===== src/rtl/ahb_mtx_in_stg.sv =====
// Per-master input stage of the L1 AHB bus matrix.
// Holds an address phase the output stage cannot take yet and stalls the master until it is accepted.
module ahb_mtx_in_stg #(
    parameter int ADDR_WIDTH = 32
) (
    input  logic                  HCLK,
    input  logic                  HRESET,
    input  logic                  HSELS,
    input  logic [ADDR_WIDTH-1:0] HADDRS,
    input  logic [1:0]            HTRANSS,
    input  logic                  HWRITES,
    input  logic [2:0]            HSIZES,
    input  logic [2:0]            HBURSTS,
    input  logic [3:0]            HPROTS,
    input  logic [3:0]            HMASTERS,
    input  logic                  HMASTLOCKS,
    input  logic                  HREADYS,
    output logic                  HREADYOUTS,
    output logic                  HRESPS,
    output logic                  sel_ip,
    output logic [ADDR_WIDTH-1:0] addr_ip,
    output logic [1:0]            trans_ip,
    output logic                  write_ip,
    output logic [2:0]            size_ip,
    output logic [2:0]            burst_ip,
    output logic [3:0]            prot_ip,
    output logic [3:0]            master_ip,
    output logic                  mastlock_ip,
    output logic                  held_tran_ip,
    input  logic                  active_ip,
    input  logic                  readymux_ip,
    input  logic                  readyout_ip,
    input  logic                  resp_ip
);

    logic                  new_tran;
    logic                  accept;
    logic                  pend;
    logic                  data_phase;
    logic                  held_sel;
    logic [ADDR_WIDTH-1:0] held_addr;
    logic [1:0]            held_trans;
    logic                  held_write;
    logic [2:0]            held_size;
    logic [2:0]            held_burst;
    logic [3:0]            held_prot;
    logic [3:0]            held_master;
    logic                  held_mastlock;

    assign new_tran = HSELS & HTRANSS[1] & HREADYS;
    assign accept   = active_ip & readymux_ip;

    always_ff @(posedge HCLK) begin
        if (HRESET) begin
            pend          <= 1'b0;
            data_phase    <= 1'b0;
            held_sel      <= 1'b0;
            held_addr     <= '0;
            held_trans    <= '0;
            held_write    <= 1'b0;
            held_size     <= '0;
            held_burst    <= '0;
            held_prot     <= '0;
            held_master   <= '0;
            held_mastlock <= 1'b0;
        end else begin
            if (pend) begin
                if (accept) begin
                    pend <= 1'b0;
                end
            end else if (new_tran && !accept) begin
                pend          <= 1'b1;
                held_sel      <= HSELS;
                held_addr     <= HADDRS;
                held_trans    <= HTRANSS;
                held_write    <= HWRITES;
                held_size     <= HSIZES;
                held_burst    <= HBURSTS;
                held_prot     <= HPROTS;
                held_master   <= HMASTERS;
                held_mastlock <= HMASTLOCKS;
            end

            if ((pend || new_tran) && accept) begin
                data_phase <= 1'b1;
            end else if (data_phase && readyout_ip) begin
                data_phase <= 1'b0;
            end
        end
    end

    always_comb begin
        sel_ip       = HSELS;
        addr_ip      = HADDRS;
        trans_ip     = HTRANSS;
        write_ip     = HWRITES;
        size_ip      = HSIZES;
        burst_ip     = HBURSTS;
        prot_ip      = HPROTS;
        master_ip    = HMASTERS;
        mastlock_ip  = HMASTLOCKS;
        held_tran_ip = HSELS & HTRANSS[1];
        if (pend) begin
            sel_ip       = held_sel;
            addr_ip      = held_addr;
            trans_ip     = held_trans;
            write_ip     = held_write;
            size_ip      = held_size;
            burst_ip     = held_burst;
            prot_ip      = held_prot;
            master_ip    = held_master;
            mastlock_ip  = held_mastlock;
            held_tran_ip = 1'b1;
        end
    end

    always_comb begin
        HREADYOUTS = 1'b1;
        if (pend) begin
            HREADYOUTS = 1'b0;
        end else if (data_phase) begin
            HREADYOUTS = readyout_ip;
        end
    end

    assign HRESPS = data_phase ? resp_ip : 1'b0;

    // The master only sees HREADYS high when this stage is ready, so a new transfer during a hold is a system error.
    assert property (@(posedge HCLK) disable iff (HRESET) !(pend && new_tran));

endmodule


===== config.mk =====
export PLATFORM = sky130hd
export DESIGN_NAME = ahb_mtx_in_stg
export DESIGN_NICKNAME = d
export VERILOG_FILES = /design/src/rtl/ahb_mtx_in_stg.sv
export SDC_FILE = /design/constraint.sdc
export NUM_CORES = 1
export LEC_CHECK = 0
export BUFFER_PORTS_ARGS = -buffer_cell sky130_fd_sc_hd__buf_4
export CAP_MARGIN = 30
export CELL_PAD_IN_SITES_DETAIL_PLACEMENT = 0
export CELL_PAD_IN_SITES_GLOBAL_PLACEMENT = 1
export CORE_UTILIZATION = 35
export CTS_CLUSTER_DIAMETER = 150
export DETAILED_ROUTE_END_ITERATION = 6
export PLACE_DENSITY_LB_ADDON = 0.05
export SETUP_SLACK_MARGIN = 0.05
export SYNTH_ARGS = -nofsm -noshare
export SYNTH_HDL_FRONTEND = slang
export SYNTH_SLANG_ARGS = --single-unit

===== constraint.sdc =====
create_clock -name HCLK -period 3.05 [get_ports HCLK]
set_input_delay 0.4575 -clock HCLK [delete_from_list [all_inputs] [get_ports HCLK]]
set_output_delay 0.4575 -clock HCLK [all_outputs]
set_load 0.01 [all_outputs]

# Word level (Yosys, flattened, before mapping)
# Index checks and enable logic that the tools add are counted.
[word_totals]
reg_bits = 53
out_inout_bits = 54
word_cells = 40
[classes]
mux = 18
n_bitwise = 4
n_reduce_logical = 7
[ops]
columns = ["operator", "n"]
rows = [
  ["$mux W32", 1],
  ["$mux W1", 12],
  ["$mux W4", 2],
  ["$mux W3", 2],
  ["$and A1 B1 Y1", 3],
  ["$logic_and A1 B1 Y1", 3],
  ["$mux W2", 1],
  ["$reduce_and A2 Y1", 1],
  ["$reduce_bool A2 Y1", 1],
  ["$logic_not A1 Y1", 1],
  ["$logic_or A1 B1 Y1", 1],
  ["$not A1 Y1", 1],
]

# Longest topological paths before layout
[logic_depth]
ltp_word = 5
depth_mapped = 5

# Least setup slack after synthesis
# Ideal clock, no wire load.
[synth_timing]
path_type = "register -> output"
from = "reg pend"
to = "out addr_ip[0]"
t_arrival_ns = 1.013
required_ns = 2.592
path_slack_ns = 1.579
path_stages_with_launch = 4
n_path_buf = 2
cell_sequence = "dfxtp_1 > buf_4 > buf_2 > mux2_2"
[synth_via]
elab_chain_cells = 1
[synth_rtl]
columns = ["element", "line", "rtl"]
rows = [
  ["from (decl)", "38", "logic pend;"],
  ["from (signal assigned)", "55", "pend <= 1'b0;"],
  ["from (signal assigned)", "69", "pend <= 1'b0;"],
  ["from (signal assigned)", "72", "pend <= 1'b1;"],
  ["$mux W32", "103", "if (pend) begin"],
  ["to (decl)", "21", "output logic [ADDR_WIDTH-1:0] addr_ip,"],
]
# No other way between the ends.

# Final worst setup path
[layout_timing]
from = "reg pend"
to = "out addr_ip[24]"
# The elaborated chain is that of the path after synthesis.

==> flow_metrics.env <==
export IMPL_status="complete, no violations"
export IMPL_start_util_pct=36.17
export IMPL_clockBufferDepth=2
export IMPL_crit_family="flip-flops"
export IMPL_die_area_um2=8304
export IMPL_synthXorXnorAreaFrac_pct=0
export IMPL_antenna_found_initial=0
export IMPL_r2r_cells=3
export IMPL_synthSimpleGateAreaFrac_pct=14.54
export IMPL_slew_viol_final=0
export IMPL_synth_top_family_by_area="multiplexers"
export IMPL_peakVddDrop_mv=0.1920
export IMPL_num_vias=2278
export IMPL_clk_pin_slew_worst_paths_ns=0.09
export IMPL_wl_per_cell_um=12.24
export IMPL_layout_commonest_cell="buf_4"
export IMPL_overflow=0
export IMPL_fp_row_count=32
export IMPL_startpoint_type="flip-flop"
export IMPL_synth_seq_area_share_pct=38.16
export IMPL_crit_buf_inv=2
export IMPL_synth_seq_cells=53
export IMPL_ctsResizeCount=0
export IMPL_p_switching_mw=0.3571
export IMPL_internal_power_mw=1.070
export IMPL_core_um2=7687
export IMPL_crit_required_ns=2.59
export IMPL_grt_pass1_vias=2177
export IMPL_synth_adder_area_share_pct=0
export IMPL_gp_congestion=0.6778
export IMPL_synthTopCellsByArea="dfxtp_1 38%, mux2_2 21%, mux2i_1 18%"
export IMPL_yosysTopAreaCellShare_pct=38.16
export IMPL_die_h_um=91.13
export IMPL_yosysTopAreaCell="dfxtp_1"
export IMPL_cp_max_fo=32
export IMPL_htree_levels=2
export IMPL_finalHoldViolations=0
export IMPL_cp_slowest_cell="dfxtp_2"
export IMPL_grt_total_usage_pct=14.59
export IMPL_numCtsBuffers=5
export IMPL_crit_top_cell="buf_4"
export IMPL_p_clk_share_pct=27.7
export IMPL_avgSynthCellArea_um2=9.653
export IMPL_final_layout_size_suffix_gt1_share_pct=45.62
export IMPL_final_cell_mix="115 x buf_4, 98 x nand2_1, 52 x dfxtp_1"
export IMPL_cts_root_buf="clkbuf_8"
export IMPL_min_path_type="in -> reg"
export IMPL_diodes=0
export IMPL_final_min_clock_period_ns=2.484
export IMPL_io_buffers=111
export IMPL_rsz0062_at_grt="false"
export IMPL_grt_max_degree=72
export IMPL_die_w_um=91.13
export IMPL_wirelength_mm=5.999
export IMPL_fin_crit_sh_pct=81.45
export IMPL_post_cts_buffers=0
export IMPL_muxShareOfSynthArea_pct=38.30
export IMPL_skew_ns=0.003744
export IMPL_p_leak_nw=1.539
export IMPL_yosysUniqueCellTypes=20
export IMPL_synth_compound_area_share_pct=1.620
export IMPL_power_share_combinational_pct=21.3
export IMPL_ant_nets=0
export IMPL_cts_hold_buf=0
export IMPL_vias_per_cell=4.649
export IMPL_drc=0
export IMPL_hold_depth=2
export IMPL_yosys_warnings=0
export IMPL_setup_viol=0
export IMPL_netlist_area_um2=2780
export IMPL_maxCapViolCount=0
export IMPL_cp_arrival_ns=2.03
export IMPL_p_per_area_nw_per_um2=387.0
export IMPL_setup_tns_ns=0
export IMPL_worstPathCellList="buf_4, mux2_2, buf_4"
export IMPL_io_pins=112
export IMPL_cp_num_cells=3
export IMPL_fmax_mhz=402.5
export IMPL_utilization_pct=47.97
export IMPL_clock_sinks=53
export IMPL_hpwlAfterDp_mm=4.275
export IMPL_relSlewSlack_pct=46.91
export IMPL_worst_pin_slew_ns=0.7963
export IMPL_drt_first_pass_iters=4
export IMPL_cts_tree="yes"
export IMPL_slowest_delay_ns=0.86
export IMPL_drtIter0Drc=71
export IMPL_p_sw_share_pct=25.02
export IMPL_synth_cells=288
export IMPL_critPathCaptureType="primary output"
export IMPL_area_delta_synth_final_pct=32.63
export IMPL_worstSetupPathType="reg -> out"
export IMPL_n_fill_cell=784
export IMPL_grt_first_pass_wirelength_mm=9.894
export IMPL_seq_power_share_pct=51.1
export IMPL_synth_net_count=346
export IMPL_nNetsFinal=446
export IMPL_clk_insertion_delay_late_ns=0.30
[state kept, by name, summed over array words and instances, names as in the netlist]
signal,cells
held_prot,4
held_write,1
held_trans,2
held_sel,1
held_mastlock,1
held_addr,32
held_size,3
held_burst,3
pend,1
data_phase,1
held_master,4
[power by group through the flow]
stage | Sequential, mW | Clock (mW) | Combinational (mW)
5_1_grt | 0.732 | 0.443 | 0.332
6_report | 0.729 | 0.395 | 0.303
2_1_floorplan | 0.736 | 0 | 0.170
3_3_place_gp | 0.745 | 0 | 0.305
4_1_cts | 0.729 | 0.415 | 0.309
3_5_place_dp | 0.745 | 0 | 0.308
[kinds of logic after synthesis]
family                 after synthesis
and+or+nand+nor                    104
muxes                              100
DFF                                 53
buffers and inverters               25
AOI/OAI and AO/OA                    6
[per-stage QoR]
stage / worst slack, ns / total power [mW] / std cells / hold WS, ns / area [µm²]
CTS: 0.5050 / 1.454 / 490 / 0.3228 / 3687
global route: 0.4321 / 1.508 / 490 / 0.3245 / 3687
detailed placement: 0.8565 / 1.053 / 483 / 0.4462 / 3601
floorplan: 1.579 / 0.9057 / 288 / 0.4313 / 2780
global placement: 0.8673 / 1.050 / 483 / 0.4383 / 3601
finish: 0.5658 / 1.427 / 490 / 0.3329 / 3687
[worst paths after layout]
kind | start | to | slack (ns)
max | pend$_SDFF_PP0_ | addr_ip[24] | 0.57
max reg2reg | pend$_SDFF_PP0_ | held_prot[1]$_SDFFE_PP0P_ | 1.45
min reg2reg | held_burst[1]$_SDFFE_PP0P_ | held_burst[1]$_SDFFE_PP0P_ | 0.46
min | HRESET | pend$_SDFF_PP0_ | 0.33
[metal layers]
metal | vias up | wire length [µm] | global-route usage [%]
li1 | 1163 | - | -
met1 | 1046 | 2756 | 18.10
met2 | 64 | 2800 | 24.75
met3 | 5 | 385 | 4.020
met4 | 0 | 57 | 3.968
met5 | - | 0 | 0
[final cells by class]
| type | count | area (µm²) | area share, % |
|---|---|---|---|
| well taps | 102 | 127.6 | 3.461 |
| clock buffers | 7 | 86.33 | 2.341 |
| repair buffers | 116 | 883.3 | 23.96 |
| multi-input cells | 210 | 1520 | 41.23 |
| flip-flops and latches | 53 | 1062 | 28.81 |
| inverters | 2 | 7.507 | 0.2036 |
[cells in the mapped netlist]
master,n
mux2i_1,49
a21oi_1,1
a32o_1,1
buf_4,1
clkbuf_1,1
buf_12,5
dfxtp_1,53
buf_6,1
a31oi_1,1
nand2_1,98
nor3_2,1
and2_1,2
mux2_2,51
inv_1,2
nor3_1,1
nand3_1,1
a21o_2,1
nor2_1,1
buf_2,15
o21a_1,2
Note: power is estimated with default switching activity, not from simulation.
